--- config.mk ---
export PLATFORM = sky130hd
export DESIGN_NAME = prbs_gen_par
export DESIGN_NICKNAME = d
export VERILOG_FILES = /design/src/rtl/prbs_gen_par.sv
export SDC_FILE = /design/constraint.sdc
export NUM_CORES = 1
export LEC_CHECK = 0
export BUFFER_PORTS_ARGS = -buffer_cell sky130_fd_sc_hd__buf_2
export CORE_ASPECT_RATIO = 0.75
export CORE_UTILIZATION = 50
export DETAILED_ROUTE_END_ITERATION = 8
export GPL_TIMING_DRIVEN = 0
export PLACE_DENSITY = 0.85
export SLEW_MARGIN = 10
export SYNTH_ARGS = -nofsm -noshare
export SYNTH_HDL_FRONTEND = slang
export SYNTH_SLANG_ARGS = --single-unit
--- constraint.sdc ---
create_clock -name clkV -period 3.5 [get_ports clkV]
set_input_delay 0.7 -clock clkV [delete_from_list [all_inputs] [get_ports clkV]]
set_output_delay 0.7 -clock clkV [all_outputs]
set_load 0.03 [all_outputs]
--- src/rtl/prbs_gen_par.sv ---
// Parallel Fibonacci PRBS source (PRBS7/9/15/23/31), WIDTH serial steps per clock.
// Word appears one clock after en; en=0 simply stalls the generator with state held.
module prbs_gen_par #(
  parameter int         WIDTH    = 8,
  parameter logic [2:0] MODE_RST = 3'd4
) (
  input  logic             clkV,
  input  logic             rstV_n,
  input  logic             en,
  input  logic             load,
  input  logic [2:0]       mode,
  input  logic [30:0]      seed,
  input  logic             inv,
  input  logic             err_inj,
  output logic [WIDTH-1:0] dout,
  output logic             dout_vld,
  output logic [2:0]       mode_q,
  output logic [15:0]      err_cnt
);

  function automatic logic [2:0] normMode(input logic [2:0] m);
    return (m > 3'd4) ? 3'd4 : m;
  endfunction

  function automatic logic [30:0] modeMask(input logic [2:0] m);
    case (m)
      3'd0:    return 31'h0000_007F;
      3'd1:    return 31'h0000_01FF;
      3'd2:    return 31'h0000_7FFF;
      3'd3:    return 31'h007F_FFFF;
      default: return 31'h7FFF_FFFF;
    endcase
  endfunction

  function automatic logic fbBit(input logic [30:0] s, input logic [2:0] m);
    case (m)
      3'd0:    return s[6]  ^ s[5];
      3'd1:    return s[8]  ^ s[4];
      3'd2:    return s[14] ^ s[13];
      3'd3:    return s[22] ^ s[17];
      default: return s[30] ^ s[27];
    endcase
  endfunction

  logic [30:0]      sReg;
  logic [30:0]      sAdv;
  logic [WIDTH-1:0] wordBits;
  logic [2:0]       loadMode;
  logic [30:0]      loadSeed;
  logic             errPend;
  logic             errFire;

  // Unrolled serial walk: bit i of the word is the feedback of step i.
  always_comb begin
    sAdv     = sReg;
    wordBits = '0;
    for (int i = 0; i < WIDTH; i++) begin
      wordBits[i] = fbBit(sAdv, mode_q);
      sAdv        = {sAdv[29:0], wordBits[i]} & modeMask(mode_q);
    end
  end

  // A zero seed would lock the LFSR, so it is replaced by all ones.
  always_comb begin
    loadMode = normMode(mode);
    loadSeed = seed & modeMask(loadMode);
    if (loadSeed == '0) loadSeed = modeMask(loadMode);
  end

  assign errFire = errPend | err_inj;

  always_ff @(posedge clkV or negedge rstV_n) begin
    if (!rstV_n) begin
      sReg     <= modeMask(normMode(MODE_RST));
      mode_q   <= MODE_RST;
      dout     <= '0;
      dout_vld <= 1'b0;
      errPend  <= 1'b0;
      err_cnt  <= '0;
    end else if (load) begin
      sReg     <= loadSeed;
      mode_q   <= loadMode;
      dout_vld <= 1'b0;
      errPend  <= errPend | err_inj;
    end else if (en) begin
      sReg     <= sAdv;
      dout     <= wordBits ^ {WIDTH{inv}} ^ WIDTH'(errFire);
      dout_vld <= 1'b1;
      errPend  <= 1'b0;
      if (errFire && err_cnt != 16'hFFFF) err_cnt <= err_cnt + 16'd1;
    end else begin
      dout_vld <= 1'b0;
      errPend  <= errPend | err_inj;
    end
  end

endmodule

==> impl_metrics.yaml <==
sta:
  timing.final.crit_period_ns: 2.401
  setup-tns-final_ns: 0
  fin_skew_ns: 0.009752
  report.final.slew_viol_count: 0
  worst_pin_slew_ns: 0.6198
  max_slew_margin_pct: 58.36
  timing.final.crit_share_pct: 68.61
  rsz0062_at_grt: "false"
  clock.fmax_mhz: 416.4
  finalHoldViolations: 0
  finalSetupViolCount: 0
setup_path:
  critPathKind: "reg -> reg"
  cp_slowest_stage_delay_ns: 0.52
  critical_path.top_delay_family: "simple AND/OR/NAND/NOR gates"
  cp-end-kind: "register"
  cp_slowest_cell: "dfstp_2"
  reg2reg_depth: 7
  cp.required_ns: 3.73
  r2r_end: "dout[5]$_DFFE_PN0P_"
  start_kind: "register"
  path_cells: "clkbuf_1 -> xor2_1 -> a31oi_1 -> and3_1 -> nor3_1 -> nor3_1 -> a221o_1"
  worstPathArrival_ns: 2.63
  critPathBufInv: 1
  cp_common_cell: "nor3_1"
  crit_fanout: 5
  r2r_start: "sReg[8]$_DFFE_PN1P_"
  rrSetupSlack_ns: 1.10
die:
  die_x_um: 101.0
  ios: 68
  dieArea_um2: 7700
  start_util_pct: 52.79
  die_h_um: 76.25
  core_um2: 6962
  rows: 26
synth:
  synthXorXnorAreaFrac_pct: 14.06
  netlist_instances: 411
  synth_warnings: 0
  synthesis.nets: 452
  synthesis.area_um2: 3675
  async_flop_share_pct: 100.0
  ys_ff_latch: 60
  yosysSeqAreaShare_pct: 41.95
  syn_area_per_cell_um2: 8.941
  synth_edf_count: 0
  synthSimpleGateAreaFrac_pct: 18.79
  ys.flop_type: "dfstp_2"
  synthAdderAreaFrac_pct: 0.8853
  synthDistinctLibCells: 55
  synth_top_family_by_area: "simple AND/OR/NAND/NOR gates"
  synth-compound-area-share_pct: 18.62
  synthMuxAreaShare_pct: 1.192
placement:
  routabilityCongestion: 0.9685
  io_buffer_count: 66
  dpl.cell_count: 576
  post-dp-hpwl_um: 8306
cells_and_area:
  instances_no_fill: 592
  diodes: 0
  area_delta_synth_final_pct: 17.67
  layout-drive-gt1-share_pct: 27.13
  final_nets: 530
  layout_commonest_cell: "buf_2"
  final_cell_mix: "75 x buf_2, 46 x nor2_1, 39 x xnor2_1, 32 x nand2_1, 32 x dfstp_2"
global_route:
  grt_usage_pct: 30.71
  first_global_vias: 3400
  grt_overflow: 0
  grt_pass1_wl_um: 17680
  antenna_found_initial: 0
  grt_max_degree: 40
drt:
  drcViolationCount: 0
  dr_total_vias: 3507
  drt_iter0_drc: 299
  wl_per_cell_um: 18.09
  drt-total-wl_um: 10710
  via_per_inst: 5.924
  firstDrtPassIters: 5
  final_antenna_net_count: 0
clocking:
  ctsRootBufferMaster: "clkbuf_8"
  cts_buffer_depth: 2
  clock_sinks: 60
  post_cts_resized: 0
  numCtsBuffers: 9
  cts_tree: "done"
  post_cts_buffers: 0
  clk_pin_slew_ns: 0.07
  cts_hold_buffers: 0
  cts_max_level: 3
  clock_latency_ns: 0.35
hold_path:
  hold_class: "in -> async"
power:
  total_power_mw: 2.156
  cellPowerDensity_nw_per_um2: 498.6
  ir_drop_uv: 256.7
  p_leak_nw: 1.870
status:
  status: "finished clean"
run:
  max-cap-violations: 0
==> report_power, final <==
part	internal (mW)	switching, mW	total [mW]	leakage [nW]
Sequential	0.814	0.0909	0.905	0.693
Clock	0.277	0.288	0.565	0.0863
Combinational	0.254	0.432	0.686	1.09
==> cell families (layout without fill, tap and decap cells) <==
group,count (synthesis),after routing
buffers and inverters,40,123
XOR/XNOR,59,59
AO/OA/AOI/OAI,108,108
AND/OR/NAND/NOR,138,138
adder cells (fa/ha/maj),3,3
flip-flops,60,60
multiplexers,3,3
==> stage by stage <==
| stage | util (%) | worst slack, ns | area (um2) | hold slack (ns) |
|---|---|---|---|---|
| floorplan | - | 1.395 | 3675 | 0.4044 |
| global route | 62.11 | 1.083 | 4324 | 0.3620 |
| finish | 62.11 | 1.099 | 4324 | 0.3303 |
| detailed placement | 59.58 | 0.9698 | 4148 | 0.4790 |
| global placement | 59.29 | 1.031 | 4128 | 0.4592 |
| CTS | 62.11 | 1.223 | 4324 | 0.3415 |
==> worst register-to-register path, stage by stage (launching register included) <==
cell and delay, ns:
dfstp_2 0.52, clkbuf_1 0.32, xor2_1 0.20, a31oi_1 0.16
and3_1 0.21, nor3_1 0.52, nor3_1 0.09, a221o_1 0.27
==> flip-flops by register name, summed over array words and instances, names as in the netlist <==
name and flops:
dout_vld 1, sReg 31, err_cnt 16, errPend 1, mode_q 3, dout 8
==> layer usage <==
metal,up-vias,track usage (%),share of wire [%]
li1,1622,-,-
met1,1679,46.10,45
met2,178,43.49,43
met3,28,6.055,10
met4,0,11.74,2.4
met5,-,0,0
==> synthesized netlist by cell type, types with 6 or more instances <==
cell | number | area share (%)
a21oi_1 | 28 | 3.8
buf_2 | 9 | 1.2
a22oi_1 | 10 | 2.0
and3_1 | 16 | 2.7
nor3_1 | 6 | 0.82
xnor2_1 | 39 | 9.3
nor2_1 | 46 | 4.7
nand3_1 | 9 | 1.2
a211oi_1 | 6 | 1.2
nand4_1 | 6 | 1.0
clkbuf_1 | 19 | 1.9
xor2_1 | 20 | 4.8
nand2_1 | 32 | 3.3
o21ai_0 | 20 | 2.7
o22ai_1 | 20 | 3.4
dfrtp_1 | 28 | 19
dfstp_2 | 32 | 23
inv_1 | 8 | 0.82
==> worst max path at each step <==
stage	slack, ns	endpoint	startpoint	cells after the start
4_1_cts	1.22	dout[5]$_DFFE_PN0P_	sReg[8]$_DFFE_PN1P_	7
2_1_floorplan	1.40	sReg[0]$_DFFE_PN1P_	seed[16]	7
5_1_grt	1.08	sReg[4]$_DFFE_PN1P_	mode_q[2]$_DFFE_PN1P_	8
6_report	1.10	dout[5]$_DFFE_PN0P_	sReg[8]$_DFFE_PN1P_	7
3_3_place_gp	1.03	sReg[20]$_DFFE_PN1P_	seed[26]	8
3_5_place_dp	0.97	sReg[20]$_DFFE_PN1P_	seed[29]	8
==> final cells by class <==
cell class                 instances  area [um2]
buffer                            32       135.1
fill                             624        2638
clock buffer                      11       141.4
timing repair buffer              67       350.3
sequential                        60        1541
inverter                           8       30.03
multi-input combinational        311        1968
clock inverter                     5       35.03
tap                               98       122.6
(Power assumes the default switching activity.)
